===== src/rtl/i2c_target_rx.sv =====
//------------------------------------------------------------------------------
// i2c_target_rx : I2C write-only target; address match, ACK, clock stretch
// toward a valid/ready byte sink. Optional macro: I2C_GENCALL_EN.
// Revision: 1.0
//------------------------------------------------------------------------------
`default_nettype none

module i2c_target_rx #(
  parameter logic [6:0] ADDR        = 7'h42,
  parameter int         SYNC_STAGES = 2
) (
  input  logic       clk,
  input  logic       rst,
  input  logic       scl_in,
  input  logic       sda_in,
  output logic       scl_oe,
  output logic       sda_oe,
  output logic [7:0] rx_data,
  output logic       rx_valid,
  input  logic       rx_ready,
  output logic       rx_first,
`ifdef I2C_GENCALL_EN
  output logic       rx_gencall,
`endif
  output logic       bus_stop
);

  localparam int c_stages = (SYNC_STAGES < 2) ? 2 : SYNC_STAGES;

  typedef enum logic [2:0] {
    S_IDLE, S_ADDR, S_ADDR_ACK, S_DATA, S_STRETCH, S_DATA_ACK, S_IGNORE
  } state_t;

  logic [c_stages-1:0] r_scl_sync, r_sda_sync;
  logic                r_scl_prev, r_sda_prev;
  logic                w_scl, w_sda, w_scl_rise, w_scl_fall, w_start, w_stop;

  state_t     r_state, w_state_nx;
  logic [3:0] r_cnt, w_cnt_nx;
  logic [7:0] r_shift, w_shift_nx;
  logic       r_first_flag, w_first_nx;
  logic       w_scl_oe_nx, w_sda_oe_nx, w_load, w_addr_hit;

  // Idle bus level is high, so the synchronisers reset to 1 to avoid false edges
  always_ff @(posedge clk or negedge rst) begin
    if (!rst) begin
      r_scl_sync <= '1;
      r_sda_sync <= '1;
      r_scl_prev <= 1'b1;
      r_sda_prev <= 1'b1;
    end else begin
      r_scl_sync <= {r_scl_sync[c_stages-2:0], scl_in};
      r_sda_sync <= {r_sda_sync[c_stages-2:0], sda_in};
      r_scl_prev <= w_scl;
      r_sda_prev <= w_sda;
    end
  end

  assign w_scl      = r_scl_sync[c_stages-1];
  assign w_sda      = r_sda_sync[c_stages-1];
  assign w_scl_rise = w_scl & ~r_scl_prev;
  assign w_scl_fall = ~w_scl & r_scl_prev;
  assign w_start    = r_sda_prev & ~w_sda & w_scl & r_scl_prev;
  assign w_stop     = ~r_sda_prev & w_sda & w_scl & r_scl_prev;

`ifdef I2C_GENCALL_EN
  assign w_addr_hit = ~r_shift[0] & ((r_shift[7:1] == ADDR) | (r_shift[7:1] == 7'h00));
`else
  assign w_addr_hit = ~r_shift[0] & (r_shift[7:1] == ADDR);
`endif

  always_comb begin
    w_state_nx  = r_state;
    w_cnt_nx    = r_cnt;
    w_shift_nx  = r_shift;
    w_first_nx  = r_first_flag;
    w_scl_oe_nx = scl_oe;
    w_sda_oe_nx = sda_oe;
    w_load      = 1'b0;
    if (w_start) begin
      w_state_nx  = S_ADDR;
      w_cnt_nx    = 4'd0;
      w_scl_oe_nx = 1'b0;
      w_sda_oe_nx = 1'b0;
    end else if (w_stop) begin
      w_state_nx  = S_IDLE;
      w_scl_oe_nx = 1'b0;
      w_sda_oe_nx = 1'b0;
    end else begin
      case (r_state)
        S_ADDR, S_DATA: begin
          if (w_scl_rise && r_cnt != 4'd8) begin
            w_shift_nx = {r_shift[6:0], w_sda};
            w_cnt_nx   = r_cnt + 4'd1;
          end else if (w_scl_fall && r_cnt == 4'd8) begin
            if (r_state == S_ADDR) begin
              w_state_nx  = w_addr_hit ? S_ADDR_ACK : S_IGNORE;
              w_sda_oe_nx = w_addr_hit;
            end else if (!rx_valid || rx_ready) begin
              w_load      = 1'b1;
              w_first_nx  = 1'b0;
              w_sda_oe_nx = 1'b1;
              w_state_nx  = S_DATA_ACK;
            end else begin
              w_scl_oe_nx = 1'b1;
              w_state_nx  = S_STRETCH;
            end
          end
        end
        S_ADDR_ACK: begin
          if (w_scl_fall) begin
            w_state_nx  = S_DATA;
            w_cnt_nx    = 4'd0;
            w_sda_oe_nx = 1'b0;
            w_first_nx  = 1'b1;
          end
        end
        S_STRETCH: begin
          // ACK is driven in the same clock that SCL is let go
          if (rx_ready) begin
            w_load      = 1'b1;
            w_first_nx  = 1'b0;
            w_scl_oe_nx = 1'b0;
            w_sda_oe_nx = 1'b1;
            w_state_nx  = S_DATA_ACK;
          end
        end
        S_DATA_ACK: begin
          if (w_scl_fall) begin
            w_state_nx  = S_DATA;
            w_cnt_nx    = 4'd0;
            w_sda_oe_nx = 1'b0;
          end
        end
        default: ;
      endcase
    end
  end

  always_ff @(posedge clk or negedge rst) begin
    if (!rst) begin
      r_state      <= S_IDLE;
      r_cnt        <= 4'd0;
      r_shift      <= 8'd0;
      r_first_flag <= 1'b0;
      scl_oe       <= 1'b0;
      sda_oe       <= 1'b0;
      rx_data      <= 8'd0;
      rx_valid     <= 1'b0;
      rx_first     <= 1'b0;
      bus_stop     <= 1'b0;
    end else begin
      r_state      <= w_state_nx;
      r_cnt        <= w_cnt_nx;
      r_shift      <= w_shift_nx;
      r_first_flag <= w_first_nx;
      scl_oe       <= w_scl_oe_nx;
      sda_oe       <= w_sda_oe_nx;
      bus_stop     <= w_stop && (r_state != S_IDLE) && (r_state != S_IGNORE);
      if (w_load) begin
        rx_data  <= r_shift;
        rx_valid <= 1'b1;
        rx_first <= r_first_flag;
      end else if (rx_valid && rx_ready) begin
        rx_valid <= 1'b0;
      end
    end
  end

`ifdef I2C_GENCALL_EN
  logic r_gc_match;

  always_ff @(posedge clk or negedge rst) begin
    if (!rst) begin
      r_gc_match <= 1'b0;
      rx_gencall <= 1'b0;
    end else if (w_stop) begin
      r_gc_match <= 1'b0;
      rx_gencall <= 1'b0;
    end else begin
      if (r_state == S_ADDR && w_state_nx == S_ADDR_ACK)
        r_gc_match <= (r_shift[7:1] == 7'h00);
      if (w_load)
        rx_gencall <= r_gc_match;
    end
  end
`endif

endmodule

`default_nettype wire


===== config.mk =====
export PLATFORM = sky130hd
export DESIGN_NAME = i2c_target_rx
export DESIGN_NICKNAME = d
export VERILOG_FILES = /design/src/rtl/i2c_target_rx.sv
export SDC_FILE = /design/constraint.sdc
export NUM_CORES = 1
export LEC_CHECK = 0
export BUFFER_PORTS_ARGS = -buffer_cell sky130_fd_sc_hd__buf_4
export CAP_MARGIN = 20
export CORE_UTILIZATION = 61
export DETAILED_ROUTE_END_ITERATION = 10
export HOLD_SLACK_MARGIN = 0.02
export PLACE_DENSITY = 0.8
export SYNTH_ARGS = -nofsm -noshare
export SYNTH_HDL_FRONTEND = slang
export SYNTH_SLANG_ARGS = --single-unit

===== constraint.sdc =====
create_clock -name clk -period 4.4 [get_ports clk]
set_input_delay 0.88 -clock clk [delete_from_list [all_inputs] [get_ports clk]]
set_output_delay 0.88 -clock clk [all_outputs]
set_load 0.02 [all_outputs]

==> impl_metrics.tcl, run 1 <==
set metrics [dict create \
    finalCritPeriodShare_pct 61.1 \
    synthCells 142 \
    start_util_pct 66.4 \
    worstSetupEndpointType "flop" \
    critPathRequiredTime_ns 4.65 \
    io_buffer_count 17 \
    overflow 0 \
    hold_class "flop to flop" \
    slowest_stage "o31ai_2" \
    critPathBufInv 2 \
    hpwl_um 2190 \
    dieArea_mm2 0.00299 \
    max-vdd-ir-drop_mv 0.499 \
    synthFlopType "dfrtp_1" \
    final-hold-violation-count 0 \
    drc 0 \
    first_pass_iters 4 \
    dpl_worst_slack_ns 1.74 \
    ys_seq_area_share_pct 52.3 \
    cts-root-buf "clkbuf_4" \
    cts_resized 0 \
    synth_common_cells "29 x dfrtp_1, 10 x nor2_1, 9 x mux2_2" \
    synth_edf_count 0 \
    wl_per_cell_um 17.0 \
    max_slew_margin_pct 52.5 \
    cts.sinks 35 \
    clk_pin_slew_ns 0.12 \
    io_pins 18 \
    power_density_mw_per_mm2 517 \
    slowest_delay_ns 0.63 \
    clk_latency_ns 0.35 \
    synth-seq-cells 35 \
    leakage_nw 0.901 \
    synth_top_cells_by_area "dfrtp_1 43%, dfstp_2 9.3%, mux2_4 7.1%" \
    h-tree-depth 2 \
    cpLargestDelayFamily "simple AND/OR/NAND/NOR gates" \
    postCtsHoldBufs 0 \
    dpl_cell_area_mm2 0.00184 \
    synthMostInstantiatedCell "dfrtp_1" \
    setup_tns_ns 0 \
    fin_ws_ns 1.71 \
    tightest_slew_ns 0.708 \
    status "completed" \
    synth_nets 149 \
    nets 170 \
    arrival_ns 2.94 \
    cts_buffer_depth 2 \
    setup_viol 0 \
    maxCapViolations 0 \
    post_drt_via_cell_ratio 6.22 \
    syn_to_final_growth_pct 14.2 \
    cp_max_fo 9 \
    die_w_um 54.6 \
    p_total_w 0.000998 \
    grt_use_total_pct 26.3 \
    design.core.area_mm2 0.00254 \
    gp_congestion 0.862 \
    rsz0062_at_grt "false" \
    first_global_vias 1122 \
    synthesis.area_mm2 0.00169 \
    slew_viol_final 0 \
    period_needed_ns 2.69 \
    routed_wl_um 3290 \
    vias 1207 \
    ys_async_sr_fraction_pct 100 \
    synth_top_area_cell "dfrtp_1" \
    drtIter0Drc 51 \
    n_antenna_cell 0 \
    fillers 167 \
    stdcell_area_mm2 0.00193 \
    yosys.area.top_type_share_pct 42.9 \
    fin_skew_ns 0.0176 \
    fmax_mhz 372 \
    final_antenna_net_count 0 \
    grt_pass1_wl_um 5300 \
    postCtsSetupBuffers 0 \
    synth_cell_type_count 47 \
    cts_buffers 5 \
    critical_path_class "flop to flop" \
    ys_warn_count 0 \
    cts_tree "yes" \
    crit_chain "inv_1 > ha_1 > nand3b_4 > or4_4 > o31ai_2 > buf_6 > mux2_2" \
    grt_max_degree 36 \
    layout-drive-gt1-share_pct 34.1 \
    rows 18 \
    cp-start-kind "flop" \
    syn_avg_cell_area_um2 11.9 \
    fp.dieH_um 54.6 \
    antenna_found_initial 0 \
]
power by group:
group / internal [W] / switching (W)
combinational: 0.000135 / 0.000122
clock: 0.000137 / 0.000111
sequential: 0.000401 / 0.0000931
path summary, 6_finish.rpt:
kind	startpoint	to	slack (ns)	cells past startpoint
worst min-delay path	r_sda_sync[0]	r_sda_sync[1]	0.36	0
min in group asynchronous	rst	rx_data[5]	0.45	1
worst max-delay path	r_cnt[0]	rx_data[5]	1.71	7
worst max register to register	r_cnt[0]	rx_data[5]	1.71	7
max in group asynchronous	rst	r_scl_sync[1]	3.59	1
worst min register to register	r_sda_sync[0]	r_sda_sync[1]	0.36	0
through the flow:
step	hold WS (ns)	util [%]	cells
floorplan	0.345	-	142
global placement	0.345	71.9	185
detailed placement	0.349	72.3	186
CTS	0.364	75.9	194
global route	0.369	75.9	194
finish	0.362	75.9	194
cell families after synthesis:
group,count (synthesis),synth area share [%]
compound gates,29,11.8
xor+xnor,1,0.518
fa+ha+maj,2,1.48
buf+inv,9,2.67
flops,35,52.3
mux,18,13.7
simple gates,48,17.5
per-layer routing:
metal	global-route usage, %	up-vias	routed length (um)
met5	0	-	0
met2	37.8	49	1470
met3	8.61	11	180
met4	9.83	0	85
met1	36.5	585	1550
li1	-	562	-
layout by cell type, fill, tap and decap left out, types with 2 or more instances in the layout:
cell	n
a21oi_1	7
clkbuf_4	5
mux2_4	8
dfstp_2	6
ha_1	2
nor2_1	10
buf_4	17
nand4_1	2
nand2b_1	3
o21ai_0	6
inv_1	5
nor3b_1	2
mux2_2	9
or2_2	3
nor2b_1	3
o22ai_1	2
a21boi_0	2
nand3_1	6
nand2_1	7
dfrtp_1	29
layout make-up:
type	count	area (um2)	area share [%]
Clock buffer	6	51.3	2.66
Clock inverter	2	38.8	2.01
Inverter	5	18.8	0.972
Multi-Input combinational cell	98	762	39.5
Sequential cell	35	883	45.8
Tap cell	30	37.5	1.94
Timing Repair Buffer	18	139	7.19
registers in the layout, indices dropped and copies added, names as in the netlist:
signal,flops
bus_stop,1
r_cnt,4
r_first_flag,1
r_scl_prev,1
r_scl_sync,2
r_sda_prev,1
r_sda_sync,2
r_shift,8
r_state,3
rx_data,8
rx_first,1
rx_valid,1
scl_oe,1
sda_oe,1
Note: power is estimated with default switching activity, not from simulation.
==> inputs of run 2 (changes only) <==
--- a/config.mk
+++ b/config.mk
@@ -5,12 +5,13 @@
 export SDC_FILE = /design/constraint.sdc
 export NUM_CORES = 1
 export LEC_CHECK = 0
+export ABC_AREA = 1
 export BUFFER_PORTS_ARGS = -buffer_cell sky130_fd_sc_hd__buf_4
 export CAP_MARGIN = 20
-export CORE_UTILIZATION = 61
+export CORE_UTILIZATION = 57
 export DETAILED_ROUTE_END_ITERATION = 10
 export HOLD_SLACK_MARGIN = 0.02
-export PLACE_DENSITY = 0.8
+export PLACE_DENSITY = 0.75
 export SYNTH_ARGS = -nofsm -noshare
 export SYNTH_HDL_FRONTEND = slang
 export SYNTH_SLANG_ARGS = --single-unit
==> constraint.sdc (replaced) <==
create_clock -name clk -period 2.8 [get_ports clk]
set_input_delay 0.56 -clock clk [delete_from_list [all_inputs] [get_ports clk]]
set_output_delay 0.56 -clock clk [all_outputs]
set_load 0.02 [all_outputs]
==> run 2 against run 1 <==
  * The run now ends with DRC left
  * Sequential cell count is the same
  * Combinational power grew to 4.0 times the previous value
  * Clock skew shrank 0.011 ns
  * Via count grew 11%
  * Register-to-register slack lost 0.80 ns
  * Hold slack lost 0.22 ns
  * Clock power grew 8.1%
  * Area after synthesis grew 4.4%
  * Critical endpoint is now rx_data[1]
  * Largest cell class unchanged
==> impl_metrics.tcl, run 2 <==
set metrics [dict create \
    status "finished with violations" \
    violations "DRC" \
    io_buffer_count 17 \
    pwr-share-clk_pct 12.9 \
    worstSetupEndpointType "flop" \
    fin_ws_ns 0.913 \
    netSwitchingFraction_pct 45.1 \
    synthesis.area_mm2 0.00177 \
    cp-start-kind "flop" \
    drc 2 \
    critPathRequiredTime_ns 3.07 \
    maxCapViolations 0 \
    n_antenna_cell 0 \
    cp_max_fo 18 \
    slowest_delay_ns 0.54 \
    hold_class "primary input to async pin" \
    fp.dieH_um 57.7 \
    synth_cell_type_count 31 \
    synth_edf_count 0 \
    yosys.area.top_type_share_pct 41.1 \
    cts_buffer_depth 2 \
    synth_top_area_cell "dfrtp_1" \
    cts.sinks 35 \
    period_needed_ns 1.89 \
    critical_path_class "flop to flop" \
    rsz0062_at_grt "false" \
    cts_buffers 5 \
    first_global_vias 1316 \
    antenna_found_initial 0 \
    drtIter0Drc 74 \
    final_common_cell "nand2_1" \
    stdcell_area_mm2 0.00195 \
    max-vdd-ir-drop_mv 0.573 \
    routed_wl_um 3240 \
    clk_latency_ns 0.34 \
    start_util_pct 61.9 \
    leakage_nw 0.983 \
    grt_use_total_pct 22.9 \
    h-tree-depth 2 \
    ys_async_sr_fraction_pct 100 \
    synthCells 202 \
    slew_viol_final 0 \
    rows 19 \
    first_pass_iters 7 \
    power_density_mw_per_mm2 1070 \
    postCtsHoldBufs 0 \
    nets 230 \
    max_slew_margin_pct 66.7 \
    io_pins 18 \
    combPwrFrac_pct 49.4 \
    final-hold-violation-count 0 \
    power_frac_seq_pct 37.7 \
    slowest_stage "dfstp_2" \
    dieArea_mm2 0.00332 \
    wl_per_cell_um 12.7 \
    top_regs "r_shift: 8 flops, rx_data: 8 flops, r_cnt: 4 flops" \
    layout_common_cells "39 x nand2_1, 29 x dfrtp_1, 27 x inv_1" \
    die_w_um 57.7 \
    tightest_slew_ns 0.499 \
    setup_viol 0 \
    design.core.area_mm2 0.00285 \
    internal_power_w 0.00114 \
    layout-drive-gt1-share_pct 25.9 \
    synthMostInstantiatedCell "nand2_1" \
    syn_to_final_growth_pct 10.6 \
    setup_tns_ns 0 \
    p_sw_w 0.000940 \
    synth_common_cells "39 x nand2_1, 29 x dfrtp_1, 27 x inv_1" \
    synth_top_cells_by_area "dfrtp_1 41%, dfstp_2 8.9%, nand2_1 8.3%" \
    arrival_ns 2.16 \
    fmax_mhz 530 \
    gp_congestion 0.857 \
    synthFlopType "dfrtp_1" \
    fin_skew_ns 0.00640 \
    grt_pass1_wl_um 5710 \
    grt_max_degree 36 \
    dp_cells 247 \
    dpl_cell_area_mm2 0.00190 \
    hold_slack_ns 0.146 \
    post_drt_via_cell_ratio 5.25 \
    clk_pin_slew_ns 0.11 \
    postCtsSetupBuffers 0 \
    final_antenna_net_count 0 \
    synth_nets 209 \
    crit_chain "inv_1 > nand2_1 > nor2_4 > nor2_2 > nand4_2 > nand2_4 > nor2_1 > a21oi_2" \
    overflow 0 \
    synth-seq-cells 35 \
    ys_warn_count 0 \
    cts-root-buf "clkbuf_4" \
    cts_tree "yes" \
    vias 1339 \
    syn_avg_cell_area_um2 8.74 \
    cts_resized 0 \
    dpl_worst_slack_ns 0.942 \
    stdcell_count 255 \
    hpwl_um 2360 \
    finalCritPeriodShare_pct 67.4 \
    ys_seq_area_share_pct 50.0 \
]
-- run 2: changes by cell type after synthesis, moves of 4 or more --
cell	change
a21oi_2	+9
inv_1	+22
mux2_2	-9
mux2_4	-8
nand2_1	+32
nand2_2	+4
nand3_1	+11
nor2_1	+12
nor2_2	+4
o21ai_0	+5
-- run 2: metrics by stage --
stage          total power (W)  util, %
3_3_place_gp           0.00178     66.6
5_1_grt                0.00225     68.5
4_1_cts                0.00210     68.5
3_5_place_dp           0.00182     66.6
2_1_floorplan          0.00155        -
6_report               0.00208     68.5
-- run 2: cells by family after synthesis --
logic type | Yosys count | synth area share, %
xor+xnor | 2 | 0.992
simple gates | 98 | 27.5
fa+ha+maj | 2 | 1.42
flops | 35 | 50.0
compound gates | 32 | 11.5
buf+inv | 33 | 8.58
-- run 2: worst paths after layout --
| check | to | startpoint | slack, ns | depth (start not counted) |
|---|---|---|---|---|
| setup / recovery | rx_data[1] | r_sda_prev | 0.91 | 8 |
| max in group asynchronous | r_scl_sync[0] | rst | 2.31 | 1 |
| min in group clk | r_sda_sync[0] | sda_in | 0.32 | 1 |
| hold / removal | r_first_flag | rst | 0.15 | 1 |
| hold reg to reg | r_scl_sync[1] | r_scl_sync[0] | 0.36 | 0 |
| setup reg to reg | rx_data[1] | r_sda_prev | 0.91 | 8 |
-- run 2: cell type report --
| cell class | count | area [um2] |
|---|---|---|
| clock inverter | 2 | 12.5 |
| clock buffer | 6 | 41.3 |
| sequential | 35 | 883 |
| tap | 31 | 38.8 |
| timing repair buffer | 18 | 135 |
| fill | 249 | 900 |
| multi-input combinational | 134 | 731 |
| inverter | 29 | 111 |
-- run 2: power by group through the flow --
stage	registers (W)	logic (W)	clock network (W)
6_report	0.000786	0.00103	0.000268
5_1_grt	0.000807	0.00115	0.000292
4_1_cts	0.000787	0.00103	0.000280
3_5_place_dp	0.000797	0.00103	0
3_3_place_gp	0.000788	0.000995	0
2_1_floorplan	0.000872	0.000677	0
-- run 2: critical path, delay by kind of cell, from the launching register on --
family                 cells  cell delay, ns
AOI/OAI and AO/OA          1            0.10
buffers and inverters      1            0.04
DFF                        1            0.54
and+or+nand+nor            6            1.15
-- run 2: routing by layer --
| layer | share of wire, % | GRT usage [%] | up-vias |
|---|---|---|---|
| li1 | - | - | 682 |
| met1 | 45 | 30.0 | 622 |
| met2 | 48 | 36.7 | 28 |
| met3 | 4.3 | 5.13 | 7 |
| met4 | 2.0 | 10.2 | 0 |
| met5 | 0 | 0 | - |
